## src/rtl/vga_timing_pkg.sv

```systemverilog
// Shared constants and helpers for the VGA timing generator.
// Holds the standard 640x480@60 and 800x600@60 mode numbers and the
// arithmetic that turns active/porch/sync widths into totals and windows.
package vga_timing_pkg;

  // 640x480 @ 60 Hz (25.175 MHz pixel clock)
  localparam int VGA640_H_ACTIVE = 640;
  localparam int VGA640_H_FP     = 16;
  localparam int VGA640_H_SYNC   = 96;
  localparam int VGA640_H_BP     = 48;
  localparam int VGA640_V_ACTIVE = 480;
  localparam int VGA640_V_FP     = 10;
  localparam int VGA640_V_SYNC   = 2;
  localparam int VGA640_V_BP     = 33;
  localparam bit VGA640_HS_POL   = 1'b0;
  localparam bit VGA640_VS_POL   = 1'b0;

  // 800x600 @ 60 Hz (40 MHz pixel clock)
  localparam int VGA800_H_ACTIVE = 800;
  localparam int VGA800_H_FP     = 40;
  localparam int VGA800_H_SYNC   = 128;
  localparam int VGA800_H_BP     = 88;
  localparam int VGA800_V_ACTIVE = 600;
  localparam int VGA800_V_FP     = 1;
  localparam int VGA800_V_SYNC   = 4;
  localparam int VGA800_V_BP     = 23;
  localparam bit VGA800_HS_POL   = 1'b1;
  localparam bit VGA800_VS_POL   = 1'b1;

  // Total positions on one axis (line length or frame height).
  function automatic int axis_total(input int active, input int fp,
                                    input int sync, input int bp);
    return active + fp + sync + bp;
  endfunction

  // First position inside the sync pulse.
  function automatic int sync_start(input int active, input int fp);
    return active + fp;
  endfunction

  // First position after the sync pulse (exclusive end).
  function automatic int sync_end(input int active, input int fp, input int sync);
    return active + fp + sync;
  endfunction

  localparam int VGA640_H_TOTAL      = axis_total(VGA640_H_ACTIVE, VGA640_H_FP, VGA640_H_SYNC, VGA640_H_BP);
  localparam int VGA640_V_TOTAL      = axis_total(VGA640_V_ACTIVE, VGA640_V_FP, VGA640_V_SYNC, VGA640_V_BP);
  localparam int VGA640_H_SYNC_START = sync_start(VGA640_H_ACTIVE, VGA640_H_FP);
  localparam int VGA640_H_SYNC_END   = sync_end(VGA640_H_ACTIVE, VGA640_H_FP, VGA640_H_SYNC);
  localparam int VGA640_V_SYNC_START = sync_start(VGA640_V_ACTIVE, VGA640_V_FP);
  localparam int VGA640_V_SYNC_END   = sync_end(VGA640_V_ACTIVE, VGA640_V_FP, VGA640_V_SYNC);

  localparam int VGA800_H_TOTAL      = axis_total(VGA800_H_ACTIVE, VGA800_H_FP, VGA800_H_SYNC, VGA800_H_BP);
  localparam int VGA800_V_TOTAL      = axis_total(VGA800_V_ACTIVE, VGA800_V_FP, VGA800_V_SYNC, VGA800_V_BP);
  localparam int VGA800_H_SYNC_START = sync_start(VGA800_H_ACTIVE, VGA800_H_FP);
  localparam int VGA800_H_SYNC_END   = sync_end(VGA800_H_ACTIVE, VGA800_H_FP, VGA800_H_SYNC);
  localparam int VGA800_V_SYNC_START = sync_start(VGA800_V_ACTIVE, VGA800_V_FP);
  localparam int VGA800_V_SYNC_END   = sync_end(VGA800_V_ACTIVE, VGA800_V_FP, VGA800_V_SYNC);

endpackage

```

## src/rtl/vga_axis_counter.sv

```systemverilog
// One timing axis (horizontal or vertical): a wrapping position counter
// plus decode of the active and sync windows on the *next* position, so the
// parent can register those flags on the same edge the counter moves.
module vga_axis_counter
  import vga_timing_pkg::*;
#(
  parameter int ACTIVE = 640,
  parameter int FP     = 16,
  parameter int SYNC   = 96,
  parameter int BP     = 48,
  parameter int CW     = 10
) (
  input  logic          clk,
  input  logic          reset,
  input  logic          en,
  output logic [CW-1:0] count,
  output logic          wrap,
  output logic          active_nxt,
  output logic          sync_nxt
);

  localparam int TOTAL = axis_total(ACTIVE, FP, SYNC, BP);

  // Window bounds are held one bit wider than the counter so an exclusive
  // end equal to 2^CW still compares correctly.
  localparam logic [CW-1:0] LAST    = CW'(TOTAL - 1);
  localparam logic [CW:0]   ACT_END = (CW+1)'(ACTIVE);
  localparam logic [CW:0]   SYNC_LO = (CW+1)'(sync_start(ACTIVE, FP));
  localparam logic [CW:0]   SYNC_HI = (CW+1)'(sync_end(ACTIVE, FP, SYNC));

  logic [CW-1:0] count_nxt;
  logic [CW:0]   count_ext;

  // Next position and window decode of that next position.
  always_comb begin
    wrap      = en && (count == LAST);
    count_nxt = count;
    if (wrap) begin
      count_nxt = '0;
    end else if (en) begin
      count_nxt = count + 1'b1;
    end
    count_ext  = {1'b0, count_nxt};
    active_nxt = (count_ext < ACT_END);
    sync_nxt   = (count_ext >= SYNC_LO) && (count_ext < SYNC_HI);
  end

  // Position register; reset returns the axis to position 0.
  always_ff @(posedge clk) begin
    if (reset) begin
      count <= '0;
    end else begin
      count <= count_nxt;
    end
  end

endmodule

```

## src/rtl/vga_timing_gen.sv

```systemverilog
// VGA/VESA display timing generator. The horizontal axis advances on each
// pixel strobe; its wrap advances the vertical axis. Every output is a flop
// loaded from the next-state decode, so sync, valid and the boundary pulses
// change on exactly the same edge as xPos/yPos.
module vga_timing_gen
  import vga_timing_pkg::*;
#(
  parameter int H_ACTIVE = VGA640_H_ACTIVE,
  parameter int H_FP     = VGA640_H_FP,
  parameter int H_SYNC   = VGA640_H_SYNC,
  parameter int H_BP     = VGA640_H_BP,
  parameter int V_ACTIVE = VGA640_V_ACTIVE,
  parameter int V_FP     = VGA640_V_FP,
  parameter int V_SYNC   = VGA640_V_SYNC,
  parameter int V_BP     = VGA640_V_BP,
  parameter bit HS_POL   = VGA640_HS_POL,
  parameter bit VS_POL   = VGA640_VS_POL,
  parameter int CW       = 10
) (
  input  logic          clk,
  input  logic          reset,
  input  logic          strobe,
  output logic [CW-1:0] xPos,
  output logic [CW-1:0] yPos,
  output logic          horizSync,
  output logic          vertSync,
  output logic          valid,
  output logic          line_start,
  output logic          frame_start
);

  logic h_wrap, h_active_nxt, h_sync_nxt;
  logic v_wrap, v_active_nxt, v_sync_nxt;

  vga_axis_counter #(
    .ACTIVE(H_ACTIVE), .FP(H_FP), .SYNC(H_SYNC), .BP(H_BP), .CW(CW)
  ) u_h (
    .clk       (clk),
    .reset     (reset),
    .en        (strobe),
    .count     (xPos),
    .wrap      (h_wrap),
    .active_nxt(h_active_nxt),
    .sync_nxt  (h_sync_nxt)
  );

  // The line counter only moves when the pixel counter wraps.
  vga_axis_counter #(
    .ACTIVE(V_ACTIVE), .FP(V_FP), .SYNC(V_SYNC), .BP(V_BP), .CW(CW)
  ) u_v (
    .clk       (clk),
    .reset     (reset),
    .en        (h_wrap),
    .count     (yPos),
    .wrap      (v_wrap),
    .active_nxt(v_active_nxt),
    .sync_nxt  (v_sync_nxt)
  );

  // Register decoded outputs on strobe; boundary pulses last one clk only.
  // Reset itself never raises line_start/frame_start.
  always_ff @(posedge clk) begin
    if (reset) begin
      valid       <= 1'b1;
      horizSync   <= ~HS_POL;
      vertSync    <= ~VS_POL;
      line_start  <= 1'b0;
      frame_start <= 1'b0;
    end else if (strobe) begin
      valid       <= h_active_nxt && v_active_nxt;
      horizSync   <= h_sync_nxt ? HS_POL : ~HS_POL;
      vertSync    <= v_sync_nxt ? VS_POL : ~VS_POL;
      line_start  <= h_wrap;
      frame_start <= v_wrap;
    end else begin
      line_start  <= 1'b0;
      frame_start <= 1'b0;
    end
  end

endmodule
```

## config.mk

```make
export PLATFORM = sky130hd
export DESIGN_NAME = vga_timing_gen
export DESIGN_NICKNAME = d
export VERILOG_FILES = /design/src/rtl/vga_timing_pkg.sv /design/src/rtl/vga_axis_counter.sv /design/src/rtl/vga_timing_gen.sv
export SDC_FILE = /design/constraint.sdc
export NUM_CORES = 1
export LEC_CHECK = 0
export BUFFER_PORTS_ARGS = -buffer_cell sky130_fd_sc_hd__buf_2
export CORE_ASPECT_RATIO = 0.9
export CORE_MARGIN = 4
export CORE_UTILIZATION = 40
export CTS_CLUSTER_SIZE = 40
export DETAILED_ROUTE_END_ITERATION = 16
export GPL_ROUTABILITY_DRIVEN = 0
export PLACE_DENSITY = 0.67
export SKIP_CTS_REPAIR_TIMING = 1
export SLEW_MARGIN = 20
export SYNTH_ARGS = -nofsm -noshare
export SYNTH_HDL_FRONTEND = slang
export SYNTH_SLANG_ARGS = --single-unit
```

## constraint.sdc

```tcl
create_clock -name clk -period 5.3 [get_ports clk]
set_clock_uncertainty 0.2 [all_clocks]
set_input_delay 0.265 -clock clk [delete_from_list [all_inputs] [get_ports clk]]
set_output_delay 0.265 -clock clk [all_outputs]
set_load 0.005 [all_outputs]
```

==> out/qor.yml, run 1 <==
min_period_ps: 2930
vias: 1251
ant_nets: 0
fp.dieArea_um2: 4380
tightest_slew_ps: 655
worstPathArrival_ps: 2870
tritoncts: "built"
relSlewSlack_pct: 55.9
io_buffer_count: 27
cp_slowest_cell: "nor3_4"
h-tree-depth: 1
antenna_found_initial: 0
die_x_um: 69.3
synth_top_family_by_area: "simple AND/OR/NAND/NOR gates"
place_hpwl_um: 2290
ios: 28
fin_ws_ps: 2370
area_growth_syn_to_layout_pct: 14.4
clockRootBuffer: "clkbuf_8"
cp_max_fo: 17
placed_area_um2: 1500
top_usage_layer: "met2"
utilization_pct: 49.0
post_synth_fa_ha_maj_area_fraction_pct: 2.77
initial_core_util_pct: 42.8
drc: 0
synth_compound_area_share_pct: 11.3
avgViaCountPerCell: 5.46
synth_area_um2: 1350
setup_viol: 0
cellPowerDensity_nw_per_um2: 208
drt-total-wl_um: 3210
post-route-cell-area_um2: 1550
crit_buf_inv: 0
worstPathCellList: "ha_1, nand3_1, nor3_4, nand4_1, xor2_1, nor4_1, a41oi_1"
numCtsBuffers: 3
cp-start-kind: "register"
synthMuxAreaShare_pct: 0.739
status: "completed"
synth_flop_cell: "dfxtp_1"
hp-class: "input port to register"
post_drt_wl_per_cell_um: 14.0
final_cell_mix: "buf_2 (27), dfxtp_1 (25), nor2_1 (17), nand2_1 (12)"
cts_buffer_depth: 2
timing.final.crit_share_pct: 55.3
fp.dieH_um: 63.2
ys_async_sr_fraction_pct: 0
gr-usage-met2_pct: 22.6
final_common_cell: "buf_2"
power_w: 0.000323
grtUsageTotal_pct: 15.3
synth.yosys.seq_area_share_pct: 37.0
crit_family: "simple AND/OR/NAND/NOR gates"
max-cap-violations: 0
slowest_delay_ps: 550
synth_xor_area_share_pct: 11.6
grt_max_degree: 19
grt_pass1_vias: 1133
std_cell_rows: 19
drv_slew: 0
p_leak_nw: 0.595
path_clk_slew_ps: 90
rsz0062_at_grt: "no"
path_class: "register to register"
synth_edf_count: 0
ys_ff_latch: 25
antenna_cells: 0
cp-end-kind: "register"
syn_inst: 165
place_ws_ps: 2540
ys_types: 36
clock-sinks: 25
setup_tns_ps: 0
grtUsageMet3_pct: 3.97
drtPass1Iterations: 4
drtIter0Drc: 71
fin_nets: 194
core-area_um2: 3160
finalHoldViolCount: 0
yosysWarningCount: 0
yosys.area_share.simple_pct: 32.2
drive_above_1_share_pct: 19.8
syn_avg_cell_area_um2: 8.20
required_ps: 5240
gr-total-overflow: 0
clk_latency_ps: 270
fmax_ghz: 0.341
use_met1_pct: 21.6
peakVddDrop_uv: 137
syn_nets: 171
grt_first_pass_wirelength_um: 5550
cells in the mapped netlist (3+ instances only):
cell type | instances | share of area, %
nand2_1 | 12 | 3.3
xor2_1 | 10 | 6.5
o21ai_0 | 11 | 4.1
clkbuf_1 | 8 | 2.2
o211ai_1 | 3 | 1.7
dfxtp_1 | 25 | 37
nor3_1 | 11 | 4.1
nand3_1 | 6 | 2.2
a21oi_1 | 6 | 2.2
ha_1 | 3 | 2.8
nor2_1 | 17 | 4.7
inv_1 | 5 | 1.4
nand4_1 | 10 | 4.6
xnor2_1 | 8 | 5.2
routing by layer:
| metal | vias to the layer above | part of all wire (%) |
|---|---|---|
| met5 | - | 0 |
| met4 | 0 | 1.3 |
| met3 | 4 | 5.7 |
| met2 | 47 | 43 |
| met1 | 568 | 49 |
| li1 | 632 | - |
power breakdown:
part / leakage, nW / total (W) / switching, W / internal (W)
Combinational: 0.372 / 0.0000137 / 0.00000847 / 0.00000519
Clock: 0.0217 / 0.000116 / 0.0000625 / 0.0000534
Sequential: 0.202 / 0.000193 / 0.00000338 / 0.000190
Total: 0.595 / 0.000323 / 0.0000743 / 0.000248
worst paths after layout:
check,start,endpoint,cells after the start,slack (ps)
max reg2reg,u_h.count[0],vertSync,7,2370
max,u_h.count[0],vertSync,7,2370
min reg2reg,valid,valid,2,330
min,reset,u_h.count[6],2,160
worst register-to-register path: stages (launching register included):
cell and delay, ps:
dfxtp_1 460, ha_1 290, nand3_1 230, nor3_4 550
nand4_1 200, xor2_1 190, nor4_1 490, a41oi_1 190
final cells by class:
class / instances / area [µm²]
inverter: 5 / 18.8
multi-input combinational: 126 / 793
clock inverter: 1 / 7.51
timing repair buffer: 27 / 135
clock buffer: 3 / 41.3
fill: 318 / 1610
tap: 42 / 52.6
sequential: 25 / 500
metrics by stage:
stage          hold slack [ps]  std cells
6_report                   159        229
5_1_grt                    183        229
4_1_cts                    150        229
3_5_place_dp               282        225
3_3_place_gp               279        225
2_1_floorplan              263        165
state kept, by name (all words and copies together) (netlist names):
| name | flops |
|---|---|
| line_start | 1 |
| vertSync | 1 |
| u_h.count | 10 |
| horizSync | 1 |
| valid | 1 |
| frame_start | 1 |
| u_v.count | 10 |
kinds of logic (layout without fill, tap and decap cells):
| kind of cell | after synthesis | count (layout) |
|---|---|---|
| simple gates | 78 | 78 |
| compound gates | 26 | 26 |
| flops | 25 | 25 |
| xor+xnor | 18 | 18 |
| buf+inv | 14 | 36 |
| fa+ha+maj | 3 | 3 |
| mux | 1 | 1 |
(Power assumes the default switching activity.)
==> inputs of run 2 (changes only) <==
Clock period 5.3 ns to 3 ns, I/O delays scaled along.
==> run 2 against run 1 <==
Worst hold slack got worse by 120 ps. Wire length decreased by 0.96%. Final cell count increased by 0.87%. Critical path depth unchanged. Critical path type unchanged.
==> out/qor.yml, run 2 (synthesis gave the netlist of run 1 again) <==
status: "completed"  # unchanged
area_growth_syn_to_layout_pct: 15.3  # was 14.4%
path_depth: 7  # unchanged
initial_core_util_pct: 42.8  # unchanged
fp.dieH_um: 63.2  # unchanged
max-cap-violations: 0  # unchanged
antenna_cells: 0  # unchanged
tritoncts: "built"  # unchanged
grt_pass1_vias: 1226  # was 1133
cts_buffer_depth: 2  # unchanged
utilization_pct: 49.4  # was 49.0%
p_leak_nw: 0.610  # was 0.595 nW
drv_slew: 0  # unchanged
grt_max_degree: 19  # unchanged
critical_path.endpoint: "vertSync"  # unchanged
drt-total-wl_um: 3180  # was 3210 µm
timing.final.crit_share_pct: 83.3  # was 55.3%
tightest_slew_ps: 580  # was 655 ps
avgViaCountPerCell: 5.56  # was 5.46
fin_nets: 196  # was 194
multi_input_area_um2: 793  # unchanged
placed_area_um2: 1520  # was 1500 µm²
fmax_ghz: 0.400  # was 0.341 GHz
grt_first_pass_wirelength_um: 5800  # was 5550 µm
nFillCells: 320  # was 318
core-area_um2: 3160  # unchanged
reg2reg_slack_ps: 500  # was 2370 ps
h-tree-depth: 1  # unchanged
rr_endpoint: "vertSync"  # unchanged
place_hpwl_um: 2420  # was 2290 µm
clockRootBuffer: "clkbuf_8"  # unchanged
path_clk_slew_ps: 90  # about the same
drc: 0  # unchanged
drtPass1Iterations: 4  # unchanged
rsz0062_at_grt: "no"  # unchanged
cp_slowest_cell: "dfxtp_1"  # was nor3_4
ant_nets: 0  # unchanged
min_period_ps: 2500  # was 2930 ps
clock-sinks: 25  # unchanged
gr-total-overflow: 0  # unchanged
slowest_delay_ps: 450  # was 550 ps
timing.rr.start: "u_h.count[0]"  # unchanged
drtIter0Drc: 118  # was 71
setup_viol: 0  # unchanged
antenna_found_initial: 0  # unchanged
required_ps: 2930  # was 5240 ps
holdWs_ps: 39.1  # was 159 ps
largestRegisters: "u_h.count x10, u_v.count x10"  # unchanged
final_common_cell: "buf_2"  # unchanged
cp-start-kind: "register"  # unchanged
setup_tns_ps: 0  # unchanged
io_buffer_count: 27  # unchanged
post-route-cell-area_um2: 1560  # was 1550 µm²
std_cell_rows: 19  # unchanged
crit_family: "simple AND/OR/NAND/NOR gates"  # unchanged
die_x_um: 69.3  # unchanged
grtUsageTotal_pct: 15.8  # was 15.3%
drive_above_1_share_pct: 20.6  # was 19.8%
relSlewSlack_pct: 61.0  # was 55.9%
cp-end-kind: "register"  # unchanged
post_drt_wl_per_cell_um: 13.8  # was 14.0 µm
worstPathCellList: "ha_1, nand3_1, or3_4, nor3_4, xor2_1, nor4_1, a41oi_1"  # was ha_1, nand3_1, nor3_4, nand4_1, xor2_1, nor4_1, a41oi_1
cellPowerDensity_nw_per_um2: 356  # was 208 nW/µm²
clk_latency_ps: 270  # about the same
final_cell_mix: "buf_2 (27), dfxtp_1 (25), nor2_1 (17), nand2_1 (12)"  # unchanged
holdPathStages: 2  # unchanged
cp_max_fo: 7  # was 17
finalHoldViolCount: 0  # unchanged
crit_buf_inv: 0  # unchanged
worstPathArrival_ps: 2430  # was 2870 ps
numCtsBuffers: 3  # unchanged
peakVddDrop_uv: 268  # was 137 µV
vias: 1285  # was 1251
regArea_um2: 500  # unchanged
r2r_cells: 7  # unchanged
hp-class: "input port to register"  # unchanged
path_class: "register to register"  # unchanged
min-delay-start: "reset"  # unchanged
ios: 28  # unchanged
cp-startpoint: "u_h.count[0]"  # unchanged
fp.dieArea_um2: 4380  # unchanged
==> run 2: cell count changes in the layout (fill, tap and decap cells not counted) <==
cell        change
clkinv_2        +1
buf_4           +2
clkinvlp_4      -1
==> run 2: final cells by class <==
type	instances	share of cell area [%]
Clock inverter	1	0.321
Inverter	5	1.20
Sequential cell	25	32.1
Timing Repair Buffer	29	9.62
Multi-Input combinational cell	126	50.8
Clock buffer	3	2.64
Tap cell	42	3.37
==> run 2: layer usage <==
layer / vias up / global-route usage (%) / share of wire (%)
li1: 640 / - / -
met1: 595 / 20.9 / 46
met2: 44 / 24.8 / 46
met3: 6 / 4.45 / 6.2
met4: 0 / 5.37 / 1.8
met5: - / 0 / 0
==> run 2: worst min-delay path by stage <==
stage,slack [ps],endpoint
after floorplan,230,frame_start
after global placement,280,valid
after detailed placement,280,valid
after CTS,40,u_h.count[6]
after global routing,70,u_h.count[4]
final,40,u_h.count[6]
==> run 2: power by group <==
part | switching [W] | total (W) | internal (W)
logic | 0.0000140 | 0.0000233 | 0.00000931
registers | 0.00000535 | 0.000340 | 0.000335
clock network | 0.0000989 | 0.000192 | 0.0000927
==> run 2: worst reg2reg max path: cells and delay by family (launching register included) <==
family | cells | cell delay (ps)
AO/OA/AOI/OAI | 1 | 180
XOR/XNOR | 1 | 90
adder cells (fa/ha/maj) | 1 | 280
flip-flops | 1 | 450
AND/OR/NAND/NOR | 4 | 1190
==> run 2: through the flow <==
stage                     power [W]  setup slack (ps)  std cells
after floorplan            0.000363               716        165
after global placement     0.000371               664        227
after detailed placement   0.000372               498        227
after CTS                  0.000562               485        231
after global routing       0.000581               231        231
final                      0.000555               501        231
==> inputs of run 3 (changes only) <==
Clock period 3 ns to 2.55 ns, I/O delays scaled along.
==> run 3 against run 2 <==
Setup slack got worse by 300 ps. Design area is 4.7% higher. Wire length grew 7.5%. First-iteration DRC count down 28%. Register-to-register slack worse by 300 ps. Sequential power rose by 17%. Clock-buffer cell count rose by 1. Utilization up 2.3 points. Critical path depth stayed put. Flip-flop and latch count unchanged. Global-route usage increased by 0.17 points. Power increased by 20%. Largest cell class unchanged.
==> out/qor.yml, run 3 (synthesis gave the netlist of run 1 again) <==
cts_buffer_depth: 2  # unchanged
sequentialPowerShare_pct: 59.8  # was 61.3%
max-cap-violations: 0  # unchanged
fmax_ghz: 0.425  # was 0.400 GHz
cp_slowest_cell: "or3_4"  # was dfxtp_1
avgViaCountPerCell: 5.50  # was 5.56
worstPathArrival_ps: 2280  # was 2430 ps
fp.dieArea_um2: 4380  # unchanged
std_cell_rows: 19  # unchanged
multi_input_area_um2: 793  # unchanged
grt_first_pass_wirelength_um: 5840  # was 5800 µm
slowest_delay_ps: 430  # was 450 ps
status: "completed"  # unchanged
tightest_slew_ps: 364  # was 580 ps
clk_latency_ps: 270  # about the same
final_cell_mix: "buf_2 (27), dfxtp_1 (25), nor2_1 (17), nand2_1 (12), buf_4 (12)"  # was buf_2 (27), dfxtp_1 (25), nor2_1 (17), nand2_1 (12)
die_x_um: 69.3  # unchanged
rsz0062_at_grt: "no"  # unchanged
regArea_um2: 500  # unchanged
peakVddDrop_uv: 381  # was 268 µV
grtUsageTotal_pct: 16.0  # was 15.8%
area_growth_syn_to_layout_pct: 20.8  # was 15.3%
io_buffer_count: 27  # unchanged
tritoncts: "built"  # unchanged
post_drt_wl_per_cell_um: 14.2  # was 13.8 µm
numCtsBuffers: 3  # unchanged
holdWs_ps: 17.4  # was 39.1 ps
p_clk_share_pct: 34.4  # was 34.5%
cp-end-kind: "register"  # unchanged
place_ws_ps: 241  # was 498 ps
p_leak_nw: 0.661  # was 0.610 nW
drive_above_1_share_pct: 24.1  # was 20.6%
utilization_pct: 51.7  # was 49.4%
initial_core_util_pct: 42.8  # unchanged
p_sw_w: 0.000143  # was 0.000118 W
antenna_cells: 0  # unchanged
grt_pass1_vias: 1226  # unchanged
path_clk_slew_ps: 80  # was 90 ps
clock-sinks: 25  # unchanged
final_common_cell: "buf_2"  # unchanged
required_ps: 2480  # was 2930 ps
worstPathCellList: "ha_1, nand3_1, or3_4, nor3_4, xor2_1, nor4_1, a41oi_1"  # unchanged
fp.dieH_um: 63.2  # unchanged
min_period_ps: 2350  # was 2500 ps
drv_slew: 0  # unchanged
timing.final.crit_share_pct: 92.2  # was 83.3%
drtPass1Iterations: 4  # unchanged
cellPowerDensity_nw_per_um2: 406  # was 356 nW/µm²
place_hpwl_um: 2590  # was 2420 µm
nFillCells: 305  # was 320
vias: 1326  # was 1285
hp-class: "input port to register"  # unchanged
drtIter0Drc: 85  # was 118
drt-total-wl_um: 3420  # was 3180 µm
largestRegisters: "u_h.count x10, u_v.count x10"  # unchanged
core-area_um2: 3160  # unchanged
power_w: 0.000664  # was 0.000555 W
gr-total-overflow: 0  # unchanged
fin_nets: 206  # was 196
drc: 0  # unchanged
setup_tns_ps: 0  # unchanged
fin_ws_ps: 199  # was 501 ps
cp-start-kind: "register"  # unchanged
relSlewSlack_pct: 75.5  # was 61.0%
finalHoldViolCount: 0  # unchanged
cp_max_fo: 6  # was 7
h-tree-depth: 1  # unchanged
antenna_found_initial: 0  # unchanged
setup_viol: 0  # unchanged
path_class: "register to register"  # unchanged
ant_nets: 0  # unchanged
internal-power_w: 0.000521  # was 0.000437 W
pwr-share-comb_pct: 5.9  # was 4.2%
clockRootBuffer: "clkbuf_8"  # unchanged
grt_max_degree: 19  # unchanged
switching_share_pct: 21.5  # was 21.3%
ios: 28  # unchanged
==> run 3: cell types whose count changed in the layout (fill, tap and decap cells not counted), sizes merged <==
cell	delta
buf	+10
clkbuf	+1
clkinv	-1
==> run 3: path summary, 6_finish.rpt <==
path                            cells after the start         start  slack, ps      endpoint
worst max register to register                      7  u_h.count[0]        200      vertSync
worst min register to register                      2         valid        300         valid
worst min-delay path                                2         reset         20  u_h.count[4]
worst max-delay path                                7  u_h.count[0]        200      vertSync
==> run 3: critical path: cells and delay by family, from the launching register on <==
family          cells  cell delay, ps
flops               1             350
xor+xnor            1              90
compound gates      1             170
fa+ha+maj           1             240
simple gates        4            1170
==> run 3: final cells by class <==
| class | instances | area share, % |
|---|---|---|
| repair buffers | 39 | 13.8 |
| well taps | 42 | 3.21 |
| flip-flops and latches | 25 | 30.6 |
| inverters | 5 | 1.15 |
| clock buffers | 4 | 2.75 |
| multi-input cells | 126 | 48.5 |
==> run 3: routing by layer <==
metal	global-route usage (%)	part of all wire, %
met3	3.97	5.5
met1	21.6	49
met5	0	0
met2	24.6	44
met4	5.85	1.5
==> run 3: per-stage QoR <==
stage | area, µm² | std cells
after floorplan | 1350 | 165
after global placement | 1590 | 237
after detailed placement | 1590 | 237
after CTS | 1640 | 241
after global routing | 1640 | 241
final | 1640 | 241
==> run 3: power groups by stage <==
stage               combinational, W  sequential (W)  clock (W)
global route               0.0000425        0.000397   0.000245
global placement           0.0000359        0.000405          0
detailed placement         0.0000381        0.000406          0
CTS                        0.0000383        0.000396   0.000234
floorplan                  0.0000184        0.000409          0
finish                     0.0000390        0.000397   0.000228
